==> src/rtl/instr_decode_stage_if.sv <==
// instr_decode_stage_if: fetch-side instruction handshake plus decoded ALU-side bundle
interface instr_decode_stage_if #(parameter int CNT_W = 16);
    logic             instr_valid;
    logic             instr_ready;
    logic [31:0]      instr;
    logic             dec_valid;
    logic             dec_ready;
    logic [4:0]       a;
    logic [4:0]       b;
    logic [4:0]       rd;
    logic [4:0]       shamt;
    logic [5:0]       func_code;
    logic [5:0]       opcode;
    logic [31:0]      imm_ext;
    logic [1:0]       instr_class;
    logic             illegal;
    logic [CNT_W-1:0] instr_count;
    modport master (
        output instr_valid, instr, dec_ready,
        input  instr_ready, dec_valid, a, b, rd, shamt, func_code, opcode,
               imm_ext, instr_class, illegal, instr_count
    );
    modport slave (
        input  instr_valid, instr, dec_ready,
        output instr_ready, dec_valid, a, b, rd, shamt, func_code, opcode,
               imm_ext, instr_class, illegal, instr_count
    );
endinterface

==> src/rtl/instr_decode_stage.sv <==
// instr_decode_stage: MIPS-style field decode behind a 2-entry skid buffer, with delivered-instruction counter
module instr_decode_stage #(
    parameter int CNT_W = 16
) (
    input logic clk,
    input logic rst,
    instr_decode_stage_if.slave bus
);
    typedef enum logic [1:0] {EMPTY, ONE, FULL} state_t;
    typedef struct packed {
        logic [4:0]  a;
        logic [4:0]  b;
        logic [4:0]  rd;
        logic [4:0]  shamt;
        logic [5:0]  func_code;
        logic [5:0]  opcode;
        logic [31:0] imm_ext;
        logic [1:0]  instr_class;
        logic        illegal;
    } dec_t;

    function automatic dec_t decode(input logic [31:0] w);
        dec_t d;
        logic r_ok, s_ext, z_ext, j_op;
        r_ok  = w[31:26] == 6'h00 && (w[5:0] inside {6'h00, 6'h20, 6'h22, 6'h24, 6'h25, 6'h2a});
        s_ext = w[31:26] inside {6'h08, 6'h23, 6'h2b, 6'h04};
        z_ext = w[31:26] inside {6'h0c, 6'h0d};
        j_op  = w[31:26] == 6'h02;
        d.a           = w[25:21];
        d.b           = w[20:16];
        d.rd          = w[15:11];
        d.shamt       = w[10:6];
        d.func_code   = w[5:0];
        d.opcode      = w[31:26];
        d.imm_ext     = s_ext ? {{16{w[15]}}, w[15:0]} : z_ext ? {16'h0, w[15:0]} : 32'h0;
        d.instr_class = r_ok ? 2'd0 : (s_ext || z_ext) ? 2'd1 : j_op ? 2'd2 : 2'd3;
        d.illegal     = !(r_ok || s_ext || z_ext || j_op);
        return d;
    endfunction

    state_t           state;
    dec_t             o;
    dec_t             skd;
    dec_t             dec_in;
    logic [CNT_W-1:0] cnt;
    logic             fire_in;
    logic             fire_out;

    // Ready depends on state alone so back-pressure never forms a comb path to fetch
    assign bus.instr_ready = state != FULL;
    assign bus.dec_valid   = state != EMPTY;
    assign fire_in         = bus.instr_valid && bus.instr_ready;
    assign fire_out        = bus.dec_valid && bus.dec_ready;
    assign dec_in          = decode(bus.instr);
    assign bus.instr_count = cnt;
    assign {bus.a, bus.b, bus.rd, bus.shamt, bus.func_code, bus.opcode,
            bus.imm_ext, bus.instr_class, bus.illegal} = o;

    always_ff @(posedge clk) begin
        if (rst) begin
            state <= EMPTY;
            o     <= '0;
            skd   <= '0;
            cnt   <= '0;
        end else begin
            if (fire_out) cnt <= cnt + 1'b1;
            case (state)
                EMPTY: if (fire_in) begin
                    o     <= dec_in;
                    state <= ONE;
                end
                ONE: if (fire_in && fire_out) o <= dec_in;
                else if (fire_in) begin
                    skd   <= dec_in;
                    state <= FULL;
                end else if (fire_out) state <= EMPTY;
                FULL: if (fire_out) begin
                    o     <= skd;
                    state <= ONE;
                end
                default: state <= EMPTY;
            endcase
        end
    end
endmodule

==> src/flat_wrapper.sv <==
// flat-port wrapper written by rule: the top's interface ports become plain ports
module instr_decode_stage_flat 
#(
    parameter int CNT_W = 16
)
  (clk, rst, bus_instr_valid, bus_instr, bus_dec_ready, bus_instr_ready, bus_dec_valid, bus_a, bus_b, bus_rd, bus_shamt, bus_func_code, bus_opcode, bus_imm_ext, bus_instr_class, bus_illegal, bus_instr_count);
  instr_decode_stage_if #(.CNT_W(CNT_W)) bus_i ();
  input logic clk;
  input logic rst;
  input wire logic [$bits(bus_i.instr_valid)-1:0] bus_instr_valid;
  input wire logic [$bits(bus_i.instr)-1:0] bus_instr;
  input wire logic [$bits(bus_i.dec_ready)-1:0] bus_dec_ready;
  output wire logic [$bits(bus_i.instr_ready)-1:0] bus_instr_ready;
  output wire logic [$bits(bus_i.dec_valid)-1:0] bus_dec_valid;
  output wire logic [$bits(bus_i.a)-1:0] bus_a;
  output wire logic [$bits(bus_i.b)-1:0] bus_b;
  output wire logic [$bits(bus_i.rd)-1:0] bus_rd;
  output wire logic [$bits(bus_i.shamt)-1:0] bus_shamt;
  output wire logic [$bits(bus_i.func_code)-1:0] bus_func_code;
  output wire logic [$bits(bus_i.opcode)-1:0] bus_opcode;
  output wire logic [$bits(bus_i.imm_ext)-1:0] bus_imm_ext;
  output wire logic [$bits(bus_i.instr_class)-1:0] bus_instr_class;
  output wire logic [$bits(bus_i.illegal)-1:0] bus_illegal;
  output wire logic [$bits(bus_i.instr_count)-1:0] bus_instr_count;
  assign bus_i.instr_valid = bus_instr_valid;
  assign bus_i.instr = bus_instr;
  assign bus_i.dec_ready = bus_dec_ready;
  assign bus_instr_ready = bus_i.instr_ready;
  assign bus_dec_valid = bus_i.dec_valid;
  assign bus_a = bus_i.a;
  assign bus_b = bus_i.b;
  assign bus_rd = bus_i.rd;
  assign bus_shamt = bus_i.shamt;
  assign bus_func_code = bus_i.func_code;
  assign bus_opcode = bus_i.opcode;
  assign bus_imm_ext = bus_i.imm_ext;
  assign bus_instr_class = bus_i.instr_class;
  assign bus_illegal = bus_i.illegal;
  assign bus_instr_count = bus_i.instr_count;
  instr_decode_stage #(.CNT_W(CNT_W)) u_core (.clk(clk), .rst(rst), .bus(bus_i));
endmodule
==> config.mk <==
export PLATFORM = sky130hd
export DESIGN_NAME = instr_decode_stage_flat
export DESIGN_NICKNAME = d
export VERILOG_FILES = /design/src/rtl/instr_decode_stage_if.sv /design/src/rtl/instr_decode_stage.sv /design/src/flat_wrapper.sv
export SDC_FILE = /design/constraint.sdc
export NUM_CORES = 1
export LEC_CHECK = 0
export CAP_MARGIN = 40
export CORE_MARGIN = 2
export CORE_UTILIZATION = 50
export DETAILED_ROUTE_END_ITERATION = 10
export GPL_TIMING_DRIVEN = 0
export PLACE_DENSITY = 0.8
export SYNTH_ARGS = -nofsm -noshare
export SYNTH_HDL_FRONTEND = slang
export SYNTH_SLANG_ARGS = --single-unit
==> constraint.sdc <==
create_clock -name clk -period 3.04 [get_ports clk]
set_input_delay 0.608 -clock clk [delete_from_list [all_inputs] [get_ports clk]]
set_output_delay 0.608 -clock clk [all_outputs]
set_load 0.03 [all_outputs]
* Word-level counts from Yosys, hierarchy flattened *
Index checks and enable logic that the tools add are counted.

storage, ports and cells
  flip-flop bits (word level) = 152
  input port bits = 36
  output and inout bits = 85
  word-level logic and storage cells = 77

operators by class
  $add $sub $neg = 1
  eq/ne operators = 20
  multiplexer cells = 15
  bitwise operators = 1
  reductions and logical operators = 20

operators with widths
  kind                                                  number
  2-to-1 mux 67 bit                                     3
  case mux 67 bit (3 select lines)                      1
  equality test 6 bit (second input constant)           7
  2-to-1 mux 32 bit                                     1
  equality test 6 x 4 -> 1 bit (second input constant)  3
  adder 16 x 1 -> 16 bit (second input constant)        1
  2-to-1 mux 16 bit                                     1
  2-to-1 mux 2 bit                                      7
  logical NOT 6 bit                                     2
  AND reduction 4 bit                                   2
  equality test 6 x 2 -> 1 bit (second input constant)  1
  equality test 6 x 3 -> 1 bit (second input constant)  1
  != test 2 x 1 -> 1 bit (second input constant)        3
  case mux 2 bit (3 select lines)                       1
  nonzero test 6 bit                                    1
  logical AND 1 bit                                     4
  logical OR 1 bit                                      4
  != test 2 bit (second input constant)                 2
  nonzero test 2 bit                                    2
  nonzero test 4 bit                                    1
  != test 3 x 1 -> 1 bit (second input constant)        1
  AND reduction 3 bit                                   1
  nonzero test 3 bit                                    1
  equality test 2 x 1 -> 1 bit (second input constant)  1
  5 further kinds                                       5

* Logic depth before layout (Yosys ltp) *
Gate-level depths: netlist of run 1.

  depth in word-level cells = 9
  mapped depth = 7
  depth with buffers taken out = 6

* Worst setup path before layout of run 1 *
OpenSTA, ideal clock, no wires.

  kind = register to output
  start point = register u_core.state[1]
  end point = output port bus_instr_ready
  arrival = 1.338 ns
  required time = 2.432 ns
  slack = 1.094 ns
  cell stages (with the launch flop) = 5
  path buffers = 2
  path through = dfxtp_1 nor2b_1 buf_2 clkinv_1 clkbuf_1

on the way
  longest elaborated chain between the ends = 1

ends and longest elaborated chain
  what                      RTL line                  text
  start: declaration        instr_decode_stage.sv:41  state_t state;
  start signal: assignment  instr_decode_stage.sv:61  state <= EMPTY;
  start signal: assignment  instr_decode_stage.sv:70  state <= ONE;
  start signal: assignment  instr_decode_stage.sv:75  state <= FULL;
  != test 2 bit             instr_decode_stage.sv:50  assign bus.instr_ready = state != FULL;
  end: declaration          flat_wrapper.sv:13        output wire logic [$bits(bus_i.instr_ready)-1:0] bus_instr_ready;

No other way between the ends.

* Worst setup path after layout of run 1 *
Same ends and word-level chain as after synthesis.

==> results of run 1 <==
==> critical path, cell delays in order (launching register included) <==
cell and delay, ns:
dfxtp_1 0.45, nor2b_4 0.25, buf_2 0.23, clkinv_2 0.17, clkbuf_2 0.24, dlygate4sd2_1 0.40
==> flip-flops by register name, indices dropped and copies added, names as in the netlist, 5 cells and up <==
| register | flops |
|---|---|
| u_core.bus.a | 5 |
| u_core.bus.func_code | 6 |
| u_core.bus.shamt | 5 |
| u_core.bus.imm_ext | 17 |
| u_core.bus.instr_count | 16 |
| u_core.bus.opcode | 6 |
| u_core.bus.rd | 5 |
| u_core.bus.b | 5 |
| u_core.skd | 52 |
==> cells in the final DEF, fill, tap and decap left out, types with 5 or more instances in the layout <==
cell | netlist | routed
xnor2_1 | 5 | 5
clkbuf_16 | 0 | 16
dfxtp_1 | 122 | 122
nand2_1 | 151 | 151
buf_2 | 12 | 12
clkbuf_1 | 32 | 33
nand3_1 | 13 | 13
nor2_1 | 83 | 83
xor2_1 | 10 | 10
clkdlybuf4s50_1 | 0 | 116
and2_1 | 8 | 8
a221oi_1 | 6 | 6
a21oi_1 | 52 | 52
a31oi_1 | 7 | 7
a311oi_1 | 32 | 32
nor3_1 | 10 | 10
a221oi_2 | 10 | 10
nor3_2 | 10 | 10
buf_4 | 16 | 16
clkbuf_8 | 0 | 6
==> area by class of cell <==
class | count | area, µm² | share of cell area
clock inverters | 7 | 113 | 0.0158
repair buffers | 117 | 1170 | 0.164
inverters | 2 | 8.76 | 0.00123
flip-flops and latches | 122 | 2440 | 0.343
multi-input cells | 439 | 2400 | 0.337
plain buffers | 65 | 328 | 0.0460
clock buffers | 24 | 490 | 0.0688
well taps | 136 | 170 | 0.0239
==> worst max path at each step <==
stage                                 end  slack [ns]
final                     bus_instr_ready        0.16
after global routing      bus_instr_ready        0.07
after CTS                 bus_instr_ready        0.12
after detailed placement  bus_instr_ready        0.15
after global placement    bus_instr_ready        0.23
after floorplan           bus_instr_ready        1.09
==> through the flow <==
step,util,hold slack [ns]
3_3_place_gp,0.639,0.442
6_report,0.700,0.372
5_1_grt,0.700,0.398
3_5_place_dp,0.639,0.448
4_1_cts,0.699,0.369
2_1_floorplan,-,0.432
==> per-layer routing <==
layer | part of all wire | routed length, µm
met1 | 0.41 | 6120
met2 | 0.49 | 7340
met3 | 0.079 | 1180
met4 | 0.026 | 386
met5 | 0 | 0
==> where the power goes <==
| group | total [mW] | internal [mW] | switching, mW |
|---|---|---|---|
| clock network | 2.03 | 1.35 | 0.686 |
| logic | 0.749 | 0.299 | 0.450 |
| registers | 1.74 | 1.68 | 0.0517 |
==> cells by family after synthesis <==
group,Yosys count,share of synthesized area
flip-flops,122,0.472
AND/OR/NAND/NOR,297,0.252
adder cells (fa/ha/maj),1,0.00242
multiplexers,2,0.00387
AO/OA/AOI/OAI,124,0.179
XOR/XNOR,15,0.0254
buffers and inverters,67,0.0646
==> repair_timing <==
item,in CTS,in global routing
endpoints found under the hold margin,0,0
gates resized for setup,4,1
setup endpoints to repair,1,1
hold buffers,0,0
==> impl_results.md, run 1 <==
- Most used routing layer: met2
- Starting Density: 0.508
- Cell taking the most area after synthesis: dfxtp_1
- Grt ovf: 0
- Syn nets: 665
- Worst reg2reg path startpoint: u_core.state[0]$_SDFFE_PP0P_
- Post-synth EDFFs: 0
- Final Total Pwr: 4.52 mW
- Cell depth of the worst flop-to-flop path: 6
- Final Slew Violations: 0
- Initial antenna violation count: 0
- Critical path class: register to output pin
- Hold depth: 2
- Area post-placement: 0.00651 mm²
- Top cells by area, synth: dfxtp_1 (47%), nand2_1 (11%), nor2_1 (6.0%)
- Cell Rows: 37
- CP endpoint kind: output pin
- Hold EP: u_core.state[1]$_SDFFE_PP0P_
- CTS root buffer: clkbuf_8
- CP startpoint kind: register
- Yosys top cell area share: 0.472
- Vias: 5,160
- First-pass GRT wire length: 23,800 µm
- CTS sink count: 122
- Setup Skew: 0.00637 ns
- Status: completed
- Post-synth top cells: nand2_1 (151), dfxtp_1 (122), nor2_1 (83), a21oi_1 (52)
- Avg Cell Area, Syn: 8.23 µm²
- Worst Path Max Fanout: 10
- Worst slew margin: 0.493
- Core area: 0.0102 mm²
- Worst hold path class: input port to register
- GP Congestion: 0.857
- Setup-failing EPs final: 0
- Endpoints failing hold: 0
- Peak VDD IR: 0.000395 V
- Vias/cell: 5.66
- Top-count cell post-synth: nand2_1
- Worst EP arrival: 2.27 ns
- H-tree levels: 4
- DR DRC count: 0
- Worst Max-Slew Pin Slew: 0.754 ns
- Post-DRT Antenna Nets: 0
- Wire per inst: 16.5 µm
- Total Wirelength: 15,000 µm
- Fin cells: 912
- Vias in the first global route: 4,916
- Ys flop type: dfxtp_1
- Number of library cell types mapped by synthesis: 47
- ANT cells: 0
- Reg2Reg Capture Point: u_core.bus.instr_count[7]$_SDFFE_PP0P_
- Fillers: 806
- Synth-to-Final Area Change: 37.8%
- Flops & latches, synth: 122
- Final worst path period share: 0.948
- Number of max-cap violations: 0
- Reg2Reg Setup Slack: 1.01 ns
- Placed Instances: 881
- FMAX: 0.347 GHz
- DR iter-0 viols: 419
- Reg clk slew, reported paths: 0.05 ns
- CTS tree: done
- Final setup TNS: 0 ns
- Largest net degree at the start of global routing: 18
- Chip width: 106 µm
- HPWL Detailed: 10,400 µm
- Post-synthesis cell area: 0.00517 mm²
- Gr usage total: 0.270
- First drt pass iteration count: 7
- Static Leak: 2.66 nW
- Met2 usage: 0.467
- Synth Instances: 628
- Met1 Track Usage GR: 0.329
- Yosys warning count: 0
- Io pins: 121
- Worst EP required: 2.43 ns
- Place WS: 0.151 ns
- Post-CTS setup buffer count: 0
- Worst Slack Setup Final: 0.159 ns
- Cell area after layout: 0.00712 mm²
- Unrepaired setup endpoints after global routing: no
- Fraction of registers with async set/reset: 0
- Skew-Pair Late Insertion Delay: 0.53 ns
- Met3 Use GR: 0.0680
- Die Ht: 106 µm
- Port buffer count: 117
- Final #Nets: 801
- Clock buffer count from CTS: 17
- Layout cells sized above 1: 0.111
- Sequential area share after synthesis: 0.472
- Clock buffer depth: 2
- Shortest period the worst path allows: 2.88 ns
- Die ar.: 0.0112 mm²
- Launch point of the worst path: u_core.state[1]$_SDFFE_PP0P_
- PD cells: 634 mW/mm²
- Hold_sp: bus_dec_ready
Power figures use the tool's default switching activity.
==> run 2, diff against run 1 <==
- CORE_UTILIZATION: 50 -> 54
- PLACE_DENSITY: 0.8 -> 0.86
==> impl_results.md, run 2 (synthesis gave the netlist of run 1 again) <==
- Max reg flops: 52
- DR iter-0 viols: 380
- Status: completed
- Cell Rows: 35
- Setup-failing EPs final: 0
- Skew-Pair Late Insertion Delay: 0.52 ns
- Setup Skew: 0.00504 ns
- Worst Max-Slew Pin Slew: 0.733 ns
- Total Wirelength: 15,000 µm
- Net Sw Frac: 0.283
- FMAX: 0.340 GHz
- Grt ovf: 0
- WHS: 0.382 ns
- Final Slew Violations: 0
- Port buffer count: 117
- Cell internal pwr: 3.13 mW
- Area of the multi-input gates: 0.00240 mm²
- Final setup TNS: 0 ns
- Io pins: 121
- Clk network pwr share: 0.431
- ANT cells: 0
- Placed Instances: 874
- Vias in the first global route: 5,285
- Layout cells sized above 1: 0.112
- Unrepaired setup endpoints after global routing: no
- Critical path class: register to output pin
- Gr usage total: 0.298
- Endpoints failing hold: 0
- Wire per inst: 16.6 µm
- Hold_sp: bus_dec_ready
- Worst hold path class: input port to register
- Met2 usage: 0.522
- Post-DRT Antenna Nets: 0
- Post-CTS Hold Buffers: 0
- Chip width: 102 µm
- Largest net degree at the start of global routing: 18
- Final Total Pwr: 4.37 mW
- Sequential share of power: 0.398
- H-tree levels: 4
- Worst Path Max Fanout: 10
- Post-CTS setup buffer count: 0
- GP Congestion: 0.918
- First drt pass iteration count: 7
- Met3 Use GR: 0.0711
- Die Ht: 102 µm
- Launch point of the worst path: u_core.state[1]$_SDFFE_PP0P_
- Clock buffer count from CTS: 17
- Storage cell area: 0.00244 mm²
- CP startpoint kind: register
- CTS root buffer: clkbuf_8
- Number of max-cap violations: 0
- P_sw: 1.24 mW
- Commonest cells after routing, fill and taps aside: nand2_1 (151), dfxtp_1 (122), clkdlybuf4s50_1 (116)
- Starting Density: 0.557
- Worst reg2reg path startpoint: u_core.state[1]$_SDFFE_PP0P_
- Commonest non-fill, non-tap cell in the layout: nand2_1
- CTS tree: done
- Fillers: 665
- First-pass GRT wire length: 24,200 µm
- Cts repair resizes: 4
- Shortest period the worst path allows: 2.94 ns
- Die ar.: 0.0104 mm²
- Worst EP arrival: 2.34 ns
- Worst EP required: 2.43 ns
- Largest Register: u_core.skd
- Final #Nets: 801
- Met1 Track Usage GR: 0.349
- Vias/cell: 5.74
- Fin cells: 906
- Core area: 0.00928 mm²
- Clock buffer depth: 2
- Initial antenna violation count: 0
- Synth-to-Final Area Change: 36.6%
- Peak VDD IR: 0.000458 V
- Most used routing layer: met2
- DR DRC count: 0
- Vias: 5,201
- Reg clk slew, reported paths: 0.05 ns
- CTS sink count: 122
- Logic gate share of total power: 0.172
- PD cells: 618 mW/mm²
- Final worst path period share: 0.968
- Worst slew margin: 0.507
- Static Leak: 2.63 nW
- CP endpoint kind: output pin
- HPWL Detailed: 10,300 µm
## run 2: changes by cell type in the layout (fill, tap and decap cells not counted)
cell / change
bufinv_16: -2
clkinv_4: +1
clkinvlp_4: +3
clkbuf_8: -2
inv_6: +1
nor2b_4: -1
nor2b_2: +1
## run 2: area by class of cell
type	count	share of cell area
Tap cell	129	0.0229
Clock inverter	10	0.0131
Buffer	65	0.0464
Multi-Input combinational cell	439	0.339
Clock buffer	22	0.0655
Sequential cell	122	0.346
Inverter	2	0.00124
Timing Repair Buffer	117	0.166
## run 2: per-stage QoR
step,util,cell area (µm²),setup WS [ns]
2_1_floorplan,-,5170,1.09
4_1_cts,0.761,7060,0.125
3_3_place_gp,0.701,6500,0.246
3_5_place_dp,0.701,6500,0.165
5_1_grt,0.761,7060,0.0171
6_report,0.761,7060,0.0965
## run 2: power groups by stage
stage / clock network, mW / registers (mW) / logic (mW)
after detailed placement: 0 / 1.77 / 0.739
after global placement: 0 / 1.76 / 0.722
after global routing: 1.96 / 1.75 / 0.796
after floorplan: 0 / 1.89 / 0.302
final: 1.88 / 1.74 / 0.750
after CTS: 1.87 / 1.74 / 0.746
## run 2: critical path: stages, from the launching register on
cell           delay, ns
dfxtp_1             0.45
nor2b_2             0.29
buf_2               0.26
clkinv_2            0.18
clkbuf_2            0.24
dlygate4sd2_1       0.39
## run 2: path summary, 6_finish.rpt
path                                   endpoint  slack (ns)  depth (start not counted)
max                             bus_instr_ready         0.1                          5
min                u_core.state[1]$_SDFFE_PP0P_        0.38                          2
max reg2reg  u_core.bus.imm_ext[5]$_SDFFE_PP0P_        1.03                          6
min reg2reg         u_core.skd[47]$_SDFFE_PP0P_        0.46                          2
## run 2: routing by layer
metal	routed length, µm	vias to the layer above
met4	422	0
met5	0	-
met1	5880	2432
li1	-	2426
met2	7370	295
met3	1380	48
==> run 3, diff against run 2 <==
- CTS_CLUSTER_SIZE: unset -> 16
==> results of run 3 <==
The final DEF is identical to that of run 2; final timing and power are the same.
